### config.mk
export PLATFORM = sky130hd
export DESIGN_NAME = fifo_pkt_reader_flat
export DESIGN_NICKNAME = d
export VERILOG_FILES = /design/src/rtl/fifo_pkt_reader_pkg.sv /design/src/rtl/fifo_pkt_reader_if.sv /design/src/rtl/fifo_pkt_reader_rd_out_reg.sv /design/src/rtl/fifo_pkt_reader.sv /design/src/flat_wrapper.sv
export SDC_FILE = /design/constraint.sdc
export NUM_CORES = 1
export LEC_CHECK = 0
export ABC_AREA = 1
export ABC_CLOCK_PERIOD_IN_PS = 1400
export CAP_MARGIN = 5
export CORE_MARGIN = 5
export CORE_UTILIZATION = 44
export DETAILED_ROUTE_END_ITERATION = 6
export MAX_ROUTING_LAYER = met4
export PLACE_DENSITY_LB_ADDON = 0.05
export SETUP_SLACK_MARGIN = 0.5
export SLEW_MARGIN = 20
export SYNTH_ARGS = -nofsm -noshare
export SYNTH_HDL_FRONTEND = slang
export SYNTH_HIERARCHICAL = 1
export SYNTH_SLANG_ARGS = --single-unit
### constraint.sdc
create_clock -name clk -period 1.4 [get_ports clk]
set_input_delay 0.14 -clock clk [delete_from_list [all_inputs] [get_ports clk]]
set_output_delay 0.14 -clock clk [all_outputs]
set_load 0.005 [all_outputs]
### src/rtl/fifo_pkt_reader_pkg.sv
// Shared constants and FSM encoding for the packet FIFO read side.
package fifo_pkt_reader_pkg;
  localparam int FIFO_WIDTH = 9;
  localparam int LAST_BIT   = FIFO_WIDTH - 1;

  typedef logic [1:0] state_t;
  localparam state_t ST_IDLE   = 2'd0;
  localparam state_t ST_STREAM = 2'd1;
  localparam state_t ST_GAP    = 2'd2;
endpackage

### src/rtl/fifo_pkt_reader_if.sv
// FIFO head pins plus downstream valid/ready stream; master is the reader.
interface fifo_pkt_reader_if #(parameter int WIDTH = 9);
  logic [WIDTH-1:0] fifo_data;
  logic             fifo_empty;
  logic             fifo_rd;
  logic [WIDTH-2:0] out_data;
  logic             out_last;
  logic             out_valid;
  logic             out_ready;

  modport master (input fifo_data, fifo_empty, out_ready,
                  output fifo_rd, out_data, out_last, out_valid);
  modport slave  (output fifo_data, fifo_empty, out_ready,
                  input fifo_rd, out_data, out_last, out_valid);
endinterface

### src/rtl/fifo_pkt_reader_rd_out_reg.sv
// Single-entry output register: loads on pop, holds data while stalled.
module rd_out_reg #(
  parameter int DW = 8
) (
  input  logic          clk,
  input  logic          rstp,
  input  logic          load,
  input  logic [DW-1:0] in_data,
  input  logic          in_last,
  input  logic          out_ready,
  output logic [DW-1:0] out_data,
  output logic          out_last,
  output logic          out_valid
);
  logic [DW-1:0] data_q, data_d;
  logic          last_q, last_d;
  logic          valid_q, valid_d;

  // load is only raised when the slot is empty or draining this cycle
  always_comb begin
    data_d  = data_q;
    last_d  = last_q;
    valid_d = valid_q;
    if (load) begin
      data_d  = in_data;
      last_d  = in_last;
      valid_d = 1'b1;
    end else if (out_ready) begin
      valid_d = 1'b0;
    end
  end

  always_ff @(posedge clk or posedge rstp) begin
    if (rstp) begin
      data_q  <= '0;
      last_q  <= 1'b0;
      valid_q <= 1'b0;
    end else begin
      data_q  <= data_d;
      last_q  <= last_d;
      valid_q <= valid_d;
    end
  end

  assign out_data  = data_q;
  assign out_last  = last_q;
  assign out_valid = valid_q;
endmodule

### src/rtl/fifo_pkt_reader.sv
// Packet FIFO reader: FSM (IDLE/STREAM/GAP), inter-packet gap and length count.
module fifo_pkt_reader
  import fifo_pkt_reader_pkg::*;
#(
  parameter int WIDTH      = FIFO_WIDTH,
  parameter int GAP_CYCLES = 2,
  parameter int LEN_W      = 8
) (
  input  logic               clk,
  input  logic               rstp,
  input  logic               enable,
  fifo_pkt_reader_if.master  bus,
  output logic               pkt_done,
  output logic [LEN_W-1:0]   pkt_len,
  output logic               len_err,
  output logic               busy
);
  localparam int LB    = WIDTH - 1;
  localparam int GAP_W = (GAP_CYCLES > 0) ? $clog2(GAP_CYCLES + 1) : 1;
  localparam logic [GAP_W-1:0] GAP_LOAD = GAP_W'(GAP_CYCLES);
  localparam logic [GAP_W-1:0] GAP_ONE  = GAP_W'(1);
  localparam logic [LEN_W-1:0] LEN_MAX  = '1;

  state_t           state_q, state_d;
  logic [GAP_W-1:0] gap_q, gap_d;
  logic [LEN_W-1:0] cnt_q, cnt_d;
  logic [LEN_W-1:0] pkt_len_q, pkt_len_d;
  logic             len_err_q, len_err_d;
  logic             pkt_done_q, pkt_done_d;

  logic             pop, pop_last, hs;
  logic [LEN_W-1:0] cnt_inc;

  assign pop      = (state_q == ST_STREAM) && !bus.fifo_empty &&
                    (!bus.out_valid || bus.out_ready);
  assign pop_last = pop && bus.fifo_data[LB];
  assign hs       = bus.out_valid && bus.out_ready;
  assign cnt_inc  = (cnt_q == LEN_MAX) ? LEN_MAX : cnt_q + 1'b1;

  always_comb begin
    state_d    = state_q;
    gap_d      = gap_q;
    cnt_d      = cnt_q;
    pkt_len_d  = pkt_len_q;
    len_err_d  = len_err_q;
    pkt_done_d = hs && bus.out_last;
    case (state_q)
      ST_IDLE:
        if (enable && !bus.fifo_empty) state_d = ST_STREAM;
      ST_STREAM:
        if (pop_last) begin
          if (GAP_CYCLES == 0) begin
            state_d = ST_IDLE;
          end else begin
            state_d = ST_GAP;
            gap_d   = GAP_LOAD;
          end
        end
      ST_GAP: begin
        // last gap cycle is the one where the counter is about to hit zero
        gap_d = gap_q - 1'b1;
        if (gap_q <= GAP_ONE) state_d = ST_IDLE;
      end
      default: state_d = ST_IDLE;
    endcase
    if (hs) begin
      if (cnt_inc == LEN_MAX) len_err_d = 1'b1;
      if (bus.out_last) begin
        pkt_len_d = cnt_inc;
        cnt_d     = '0;
      end else begin
        cnt_d     = cnt_inc;
      end
    end
  end

  always_ff @(posedge clk or posedge rstp) begin
    if (rstp) begin
      state_q    <= ST_IDLE;
      gap_q      <= '0;
      cnt_q      <= '0;
      pkt_len_q  <= '0;
      len_err_q  <= 1'b0;
      pkt_done_q <= 1'b0;
    end else begin
      state_q    <= state_d;
      gap_q      <= gap_d;
      cnt_q      <= cnt_d;
      pkt_len_q  <= pkt_len_d;
      len_err_q  <= len_err_d;
      pkt_done_q <= pkt_done_d;
    end
  end

  rd_out_reg #(.DW(WIDTH - 1)) u_out (
    .clk       (clk),
    .rstp      (rstp),
    .load      (pop),
    .in_data   (bus.fifo_data[LB-1:0]),
    .in_last   (bus.fifo_data[LB]),
    .out_ready (bus.out_ready),
    .out_data  (bus.out_data),
    .out_last  (bus.out_last),
    .out_valid (bus.out_valid)
  );

  assign bus.fifo_rd = pop;
  assign pkt_done    = pkt_done_q;
  assign pkt_len     = pkt_len_q;
  assign len_err     = len_err_q;
  assign busy        = (state_q != ST_IDLE);
endmodule

### src/flat_wrapper.sv
// flat-port wrapper written by rule: the top's interface ports become plain ports
module fifo_pkt_reader_flat import fifo_pkt_reader_pkg::*;
#(
  parameter int WIDTH      = FIFO_WIDTH,
  parameter int GAP_CYCLES = 2,
  parameter int LEN_W      = 8
)
  (clk, rstp, enable, pkt_done, pkt_len, len_err, busy, bus_fifo_data, bus_fifo_empty, bus_out_ready, bus_fifo_rd, bus_out_data, bus_out_last, bus_out_valid);
  fifo_pkt_reader_if #(.WIDTH(WIDTH)) bus_i ();
  input  logic clk;
  input  logic rstp;
  input  logic enable;
  output logic pkt_done;
  output logic [LEN_W-1:0] pkt_len;
  output logic len_err;
  output logic busy;
  input wire logic [$bits(bus_i.fifo_data)-1:0] bus_fifo_data;
  input wire logic [$bits(bus_i.fifo_empty)-1:0] bus_fifo_empty;
  input wire logic [$bits(bus_i.out_ready)-1:0] bus_out_ready;
  output wire logic [$bits(bus_i.fifo_rd)-1:0] bus_fifo_rd;
  output wire logic [$bits(bus_i.out_data)-1:0] bus_out_data;
  output wire logic [$bits(bus_i.out_last)-1:0] bus_out_last;
  output wire logic [$bits(bus_i.out_valid)-1:0] bus_out_valid;
  assign bus_i.fifo_data = bus_fifo_data;
  assign bus_i.fifo_empty = bus_fifo_empty;
  assign bus_i.out_ready = bus_out_ready;
  assign bus_fifo_rd = bus_i.fifo_rd;
  assign bus_out_data = bus_i.out_data;
  assign bus_out_last = bus_i.out_last;
  assign bus_out_valid = bus_i.out_valid;
  fifo_pkt_reader #(.WIDTH(WIDTH), .GAP_CYCLES(GAP_CYCLES), .LEN_W(LEN_W)) u_core (.clk(clk), .rstp(rstp), .enable(enable), .bus(bus_i), .pkt_done(pkt_done), .pkt_len(pkt_len), .len_err(len_err), .busy(busy));
endmodule
## Word-level counts from Yosys, hierarchy flattened

Cells that the tools add are included.
W data, S select, Z words.

- Add/subtract/negate cells: 2
- Order comparisons: 1
- Equal/unequal tests: 7
- Mux-type cells: 9
- Reductions and logical operators: 17

Operator list:

| cell | count |
|---|---|
| $eq A8 B8 Y1 const B | 2 |
| $mux W8 | 2 |
| $add A8 B1 Y8 const B | 1 |
| $logic_and A1 B1 Y1 | 6 |
| $mux W2 | 3 |
| $ne A2 B1 Y1 const B | 3 |
| $pmux W2 S3 | 1 |
| $reduce_and A2 Y1 | 3 |
| $reduce_bool A2 Y1 | 3 |
| $pmux W2 S2 | 1 |
| $reduce_and A3 Y1 | 1 |
| $eq A2 B1 Y1 const B | 1 |
| $eq A2 B2 Y1 const B | 1 |
| $le A2 B1 Y1 const B | 1 |
| $logic_not A1 Y1 | 2 |
| $logic_not A2 Y1 | 1 |
| $mux W1 | 2 |
| $sub A2 B1 Y2 const B | 1 |
| $logic_or A1 B1 Y1 | 1 |

- Flip-flop bits (word level): 32
- Output and inout bits: 22
- Word-level logic and storage cells: 45

## Longest topological paths before layout

Gate-level depths: netlist (run 1).

- Depth in word-level cells: 6
- Depth in mapped cells: 10

## Cells and area by module

Netlist (run 1), hierarchy kept.

Modules (own cells, without submodules):

| module | times used | cells an instance | area an instance (sq um) |
|---|---|---|---|
| fifo_pkt_reader | 1 | 132 | 1,128.6 |
| rd_out_reg | 1 | 43 | 381.6 |

## Worst setup path before layout (run 1)

Ideal clock, no wire load.

- Path kind: reg2reg
- Start point: register u_core.cnt_q[0]
- End point: register u_core.pkt_len_q[5], in the netlist u_core/pkt_len[5]
- Arrival time: 1,240 ps
- Setup slack: 35 ps
- Cell stages (with the launch flop): 7
- Buffers on the path: 0
- Clock period less this slack: 1,365 ps
- Cells stage by stage: dfrtp_1 -> ha_1 -> nand3_1 -> inv_2 -> nand2_4 -> nand3_1 -> mux2_2

- Word-level cells in the longest chain between the ends: 2

RTL lines:

| element | RTL line | RTL |
|---|---|---|
| from (decl) | fifo_pkt_reader.sv:26 | `logic [LEN_W-1:0] cnt_q, cnt_d;` |
| from (signal assigned) | fifo_pkt_reader.sv:88 | `cnt_q <= cnt_d;` |
| $add A8 B1 Y8 or $eq A8 B8 Y1 (tied branches) | fifo_pkt_reader.sv:38 | `assign cnt_inc = (cnt_q == LEN_MAX) ? LEN_MAX : cnt_q + 1'b1;` |
| $mux W8 * | fifo_pkt_reader.sv:38 |  |
| to (signal assigned) | fifo_pkt_reader.sv:89 | `pkt_len_q <= pkt_len_d;` |
| to (decl) | fifo_pkt_reader.sv:27 | `logic [LEN_W-1:0] pkt_len_q, pkt_len_d;` |

Every way passes the cells marked *; elsewhere a longest branch is shown, timed or not.
A chain may end at the register's enable or synchronous reset.

## Worst setup path in the final report (run 1)

- Start point: register u_core.cnt_q[1]
- End point: register u_core.pkt_len_q[3], in the netlist u_core/pkt_len[3]

The elaborated chain is that of the path after synthesis.

==> reports/summary.txt, run 1 <==
Synth top area cells: dfrtp_1, nand2_1, inv_1
Final Hold Viols: 0
Share of cells above drive strength 1: 50.60%
Synth top cells by count: nand2_1, dfrtp_1, inv_1, nor2_1, nand3_1
CTS Root Cell: clkbuf_4
H-tree depth: 2
Pwr Total: 5.005 mW
Final worst path period share: 102.0%
Syn Std Cell Area: 1510 um2
Initial Util: 45.26%
Worst reg2reg setup slack: -0.03 ns
Peak Freq: 700.6 MHz
Remaining Overflow, GRT: 0
Final setup TNS: -0.07029 ns
Clk_lat worst skew: 0.34 ns
Post-DP Area: 1994 um2
Startpoint types: register
Synth cell types: 24
Clk buf depth: 2
Setup ws final: -0.02731 ns
Vias in the first global route: 1515
Initial antenna violation count: 0
RSZ-0062 raised after global routing: yes
Seq/Total Area, Yosys: 53.02%
Reg-to-Reg End: u_core/pkt_len[3]
ANT cells: 0
Syn Inst Count: 175
Routability-driven placement congestion ratio: 0.7649
Largest net degree at the start of global routing: 23
Final non-filler cell total: 295
Placed Cells: 262
Final #Nets: 264
Post-DP HPWL: 2658 um
First-pass GRT wire length: 6637 um
Die Wd: 68.59 um
Req. time, crit path: 1.63 ns
Final wirelength: 4194 um
Leakage: 1.239 nW
Detailed Routing Iterations Pass 1: 5
Slew Limit Fails: 0
Final core utilization: 74.02%
Clock sink count: 32
# IOs: 36
Overall Global Routing Usage: 20.04%
Synth top area share: 53.02%
Via density: 4.902
Pwr dens: 2026 nW/um2
VDD IR max: 0.001114 V
Clk slew on worst S/H paths: 0.10 ns
Post-synth top area cell: dfrtp_1
Initial DRC Count: 65
Failing checks: negative setup slack
# port buffers: 35
Slew headroom: 74.78%
Most frequent cell after synthesis: nand2_1
TritonCTS clock tree: built
DRC viols: 0
Finish-stage setup viols: 5
Mean Syn Cell Area: 8.630 um2
Vias: 1446
Crit path DAT: 1.65 ns
Core area: 3337 um2
HP Class: in2async
Worst-margin pin slew: 0.3779 ns
Synth warn: 6
Die height: 68.59 um
# rows: 21
Worst Skew: 0.009010 ns
Syn_nets: 191
Max cap viols: 0
Final instance area: 2470 um2
Setup crit end kind: register
Area Growth Syn to Fin: 63.55%
Drt wl/cell: 14.22 um
Critical path class: reg2reg
Antenna viol nets, final: 0
Top_reg_cell synth: dfrtp_1
#FFs+latches synth: 32
Post-synth EDFFs: 0
FF-to-FF path depth: 6
FFs w/ async S/R, synth: 100.0%
Status: complete, but fails checks
Num CTS Buffers: 5
Die Area: 4704 um2
Crit Path Max Fanout: 8
Crit path time final: 1.427 ns
R2r startpoint: u_core/cnt_q[1]
==> where the power goes <==
| part | internal (mW) | total, mW | leakage, nW | switching [mW] |
|---|---|---|---|---|
| clock | 0.474 | 0.795 | 0.0515 | 0.321 |
| sequential | 1.32 | 1.62 | 0.401 | 0.301 |
| combinational | 1.39 | 2.59 | 0.787 | 1.21 |
==> per-layer routing <==
layer | wire, um | up-vias | part of all wire (%) | global-route usage (%)
li1 | - | 695 | - | -
met1 | 1614 | 699 | 38 | 20.21
met2 | 2231 | 39 | 53 | 35.52
met3 | 226 | 13 | 5.4 | 5.348
met4 | 121 | 0 | 2.9 | 9.926
met5 | 0 | - | 0 | -
==> flip-flops by register name (all words and copies together), names as in the netlist <==
signal                  count
u_core/cnt_q                8
u_core/gap_q                2
u_core/len_err              1
u_core/pkt_done             1
u_core/pkt_len              8
u_core/state_q              2
u_core/u_out/out_data       8
u_core/u_out/out_last       1
u_core/u_out/out_valid      1
==> layout make-up <==
class | count | area, um2
fill | 264 | 867.1
multi-input combinational | 115 | 834.6
sequential | 32 | 804.5
timing repair buffer | 68 | 568.0
inverter | 26 | 110.1
clock buffer | 7 | 65.06
tap | 46 | 57.56
clock inverter | 1 | 30.03
==> critical path, cell delays in order (launching register included) <==
cell,delay (ns)
dfrtp_2,0.45
ha_4,0.19
nand3_2,0.09
inv_2,0.07
nand2_8,0.14
nand3_4,0.11
mux2_4,0.27
==> repair_timing <==
action,in CTS,in global routing
endpoints found under the setup margin,54,54
hold buffers,0,0
setup buffers,15,10
endpoints found under the hold margin,0,0
gates resized for setup,116,56
pin swaps,8,14
==> cell families after synthesis <==
family / Yosys count / share of synthesized area (%)
multiplexers: 6 / 4.722
flip-flops: 32 / 53.02
adder cells (fa/ha/maj): 2 / 1.657
AO/OA/AOI/OAI: 19 / 7.539
AND/OR/NAND/NOR: 88 / 25.35
buffers and inverters: 28 / 7.705
==> cells in the final DEF (no fill, tap or decap), drive strengths merged <==
| cell | Yosys | layout |
|---|---|---|
| ha | 2 | 2 |
| clkdlybuf4s50 | 0 | 13 |
| a211oi | 1 | 1 |
| o21ai | 11 | 11 |
| bufinv | 0 | 1 |
| nor2 | 11 | 11 |
| nand2 | 66 | 66 |
| clkinv | 0 | 1 |
| o21a | 2 | 2 |
| inv | 26 | 25 |
| buf | 2 | 55 |
| or2 | 1 | 1 |
| clkbuf | 0 | 7 |
| nand3 | 10 | 10 |
| o31ai | 2 | 2 |
| mux2 | 6 | 6 |
| dfrtp | 32 | 32 |
| a21oi | 2 | 2 |
| o22ai | 1 | 1 |
==> per-stage QoR <==
step | worst slack [ns] | hold WS [ns]
floorplan | 0.1185 | -0.01982
CTS | -0.02167 | 0.09495
detailed placement | -0.2512 | 0.4623
finish | -0.02731 | 0.08470
global placement | -0.1534 | 0.4491
global route | -0.08355 | 0.1362
==> how the worst max path moves through the flow <==
stage	start	end	slack, ns	cells past startpoint
3_5_place_dp	bus_out_ready	bus_fifo_rd	-0.25	4
5_1_grt	u_core/cnt_q[0]	u_core/len_err	-0.08	9
4_1_cts	u_core/state_q[1]	bus_fifo_rd	-0.02	4
6_report	u_core/cnt_q[1]	u_core/pkt_len[3]	-0.03	6
2_1_floorplan	u_core/cnt_q[1]	u_core/pkt_len[5]	0.12	6
3_3_place_gp	bus_out_ready	bus_fifo_rd	-0.15	4
Note: power is estimated with default switching activity, not from simulation.
==> inputs of run 2 (changes only) <==
--- a/config.mk
+++ b/config.mk
@@ -8,8 +8,9 @@
 export ABC_AREA = 1
 export ABC_CLOCK_PERIOD_IN_PS = 1400
 export CAP_MARGIN = 5
-export CORE_MARGIN = 5
-export CORE_UTILIZATION = 44
+export CELL_PAD_IN_SITES_DETAIL_PLACEMENT = 1
+export CELL_PAD_IN_SITES_GLOBAL_PLACEMENT = 1
+export CORE_UTILIZATION = 32
 export DETAILED_ROUTE_END_ITERATION = 6
 export MAX_ROUTING_LAYER = met4
 export PLACE_DENSITY_LB_ADDON = 0.05
==> reports/summary.txt, run 2 (synthesis gave the netlist of run 1 again) <==
Critical path class: reg2reg (unchanged)
Final #Nets: 268 (was 264)
Placed Cells: 270 (was 262)
TritonCTS clock tree: built (unchanged)
Reg-to-Reg End: u_core/pkt_len[5] (was u_core/pkt_len[3])
Crit path time final: 1.429 ns (was 1.427 ns)
Final non-filler cell total: 305 (was 295)
Routability-driven placement congestion ratio: 0.7790 (was 0.7649)
Req. time, crit path: 1.57 ns (was 1.63 ns)
Die Wd: 70.70 um (was 68.59 um)
H-tree depth: 2 (unchanged)
Clock Power Share: 13.7% (was 15.9%)
Post-DP Area: 2017 um2 (was 1994 um2)
Slew headroom: 72.95% (was 74.78%)
Leakage: 1.318 nW (was 1.239 nW)
Worst Skew: 0.002931 ns (was 0.009010 ns)
Post-DP HPWL: 2966 um (was 2658 um)
Peak Freq: 700.0 MHz (was 700.6 MHz)
ANT cells: 0 (unchanged)
Die Area: 4998 um2 (was 4704 um2)
Crit path DAT: 1.60 ns (was 1.65 ns)
Fin Hold WS: 0.1715 ns (was 0.08470 ns)
Via density: 4.807 (was 4.902)
Max cap viols: 0 (unchanged)
CP cell instances: buf_6, buf_6, nand3_4, o21ai_4, nand3_4, mux2_4 (was ha_4, nand3_2, inv_2, nand2_8, nand3_4, mux2_4)
Largest net degree at the start of global routing: 23 (unchanged)
Num CTS Buffers: 5 (unchanged)
Setup crit end kind: register (unchanged)
Worst path slowest cell: dfrtp_1 (was dfrtp_2)
Switching part of the total: 39.21% (was 36.49%)
# IOs: 36 (unchanged)
# rows: 24 (was 21)
Vias in the first global route: 1611 (was 1515)
Remaining Overflow, GRT: 0 (unchanged)
Initial DRC Count: 51 (was 65)
Die height: 70.70 um (was 68.59 um)
Sequential fraction of design power: 31.4% (was 32.3%)
Share of cells above drive strength 1: 60.47% (was 50.60%)
Place WS: -0.1850 ns (was -0.2512 ns)
Worst reg2reg setup slack: -0.03 ns (about the same)
Final worst path period share: 102.0% (about the same)
Failing checks: negative setup slack (unchanged)
First-pass GRT wire length: 8004 um (was 6637 um)
Most common cell after layout, fill and taps aside: nand2_1 (unchanged)
Overall Global Routing Usage: 21.82% (was 20.04%)
Initial antenna violation count: 0 (unchanged)
Commonest cells after routing, fill and taps aside: nand2_1, dfrtp_1, nand2_2, buf_4, inv_1 (was nand2_1, dfrtp_1, buf_4, buf_2, inv_1)
Initial Util: 33.98% (was 45.26%)
Clk buf depth: 2 (unchanged)
Area Growth Syn to Fin: 76.47% (was 63.55%)
Status: complete, but fails checks (unchanged)
Switching power: 2.098 mW (was 1.826 mW)
Worst Path Buf+Inv: 2 (was 1)
VDD IR max: 0.0009152 V (was 0.001114 V)
Final wirelength: 4998 um (was 4194 um)
Clk_lat worst skew: 0.28 ns (was 0.34 ns)
Pwr dens: 2008 nW/um2 (was 2026 nW/um2)
Antenna viol nets, final: 0 (unchanged)
Final Hold Viols: 0 (unchanged)
Critical path's top delay family: flip-flops (unchanged)
Finish-stage setup viols: 4 (was 5)
Detailed Routing Iterations Pass 1: 4 (was 5)
Slew Limit Fails: 0 (unchanged)
Combinational Power Share: 54.8% (was 51.8%)
DRC viols: 0 (unchanged)
CP max stage delay: 0.43 ns (was 0.45 ns)
Post-CTS Hold Buffers: 0 (unchanged)
CTS Root Cell: clkbuf_8 (was clkbuf_4)
Pwr Total: 5.351 mW (was 5.005 mW)
Vias: 1466 (was 1446)
R2r startpoint: u_core/cnt_q[0] (was u_core/cnt_q[1])
Final instance area: 2665 um2 (was 2470 um2)
Crit Path Max Fanout: 3 (was 8)
Core area: 4444 um2 (was 3337 um2)
Startpoint types: register (unchanged)
Internal: 3.253 mW (was 3.178 mW)
HP Class: in2async (unchanged)
# port buffers: 35 (unchanged)
Clock sink count: 32 (unchanged)
Drt wl/cell: 16.39 um (was 14.22 um)
Clk slew on worst S/H paths: 0.07 ns (was 0.10 ns)
FF-to-FF path depth: 6 (unchanged)
Setup ws final: -0.02857 ns (was -0.02731 ns)
Worst-margin pin slew: 0.4053 ns (was 0.3779 ns)
RSZ-0062 raised after global routing: yes (unchanged)
[run 2: cell types whose count changed in the layout (fill, tap and decap cells not counted), moves of 3 or more]
cell      before  now
buf_4         20   23
nand3_4        4    7
clkbuf_8       2    6
nand3_1        4    0
nand2_2       17   25
nand2_4        5   10
nand2_1       43   29
clkbuf_4       5    0
[run 2: per-layer routing]
layer | track usage (%) | share of wire, % | vias up
met1 | 23.77 | 38 | 725
li1 | - | - | 696
met3 | 4.131 | 3.2 | 11
met5 | - | 0 | -
met2 | 38.57 | 56 | 34
met4 | 9.778 | 2.5 | 0
[run 2: worst max path at each step]
stage,from,end,slack [ns],cells after the start
5_1_grt,u_core/cnt_q[0],u_core/len_err,-0.07,9
2_1_floorplan,u_core/cnt_q[1],u_core/pkt_len[5],0.12,6
3_3_place_gp,bus_out_ready,bus_fifo_rd,-0.16,4
6_report,u_core/cnt_q[0],u_core/pkt_len[5],-0.03,6
3_5_place_dp,bus_out_ready,bus_fifo_rd,-0.19,4
4_1_cts,u_core/cnt_q[0],u_core/len_err,0.005,9
[run 2: power groups by stage]
stage               Sequential (mW)  Clock [mW]  Combinational [mW]
global placement               1.60           0                1.72
finish                         1.68       0.735                2.93
floorplan                      1.59           0               0.858
CTS                            1.63       0.763                2.39
detailed placement             1.62           0                1.79
global route                   1.74       0.807                3.17
[run 2: worst reg2reg max path: cells and delay by family (launching register included)]
family	cells	cell delay (ns)
multiplexers	1	0.27
flip-flops	1	0.43
AND/OR/NAND/NOR	2	0.20
buffers and inverters	2	0.23
AO/OA/AOI/OAI	1	0.18
[run 2: metrics by stage]
step | setup TNS [ns] | utilization (%)
finish | -0.04494 | 59.97
global route | -0.4927 | 59.97
CTS | 0 | 54.67
detailed placement | -2.007 | 45.38
global placement | -1.174 | 45.38
floorplan | 0 | -
[run 2: what timing repair did]
| action | in CTS | in global routing |
|---|---|---|
| setup endpoints to repair | 53 | 54 |
| endpoints found under the hold margin | 0 | 0 |
| cloned | 1 | 0 |
| setup buffers | 19 | 7 |
| resized for setup | 151 | 54 |
| pin swaps | 23 | 9 |
[run 2: area by class of cell]
type,count,area [um2]
fill,496,1779
multi-input combinational,115,979.7
sequential,32,805.8
timing repair buffer,71,603.1
inverter,26,107.6
clock buffer,6,82.58
tap,52,65.06
timing repair inverter,1,11.26
clock inverter,2,10.01
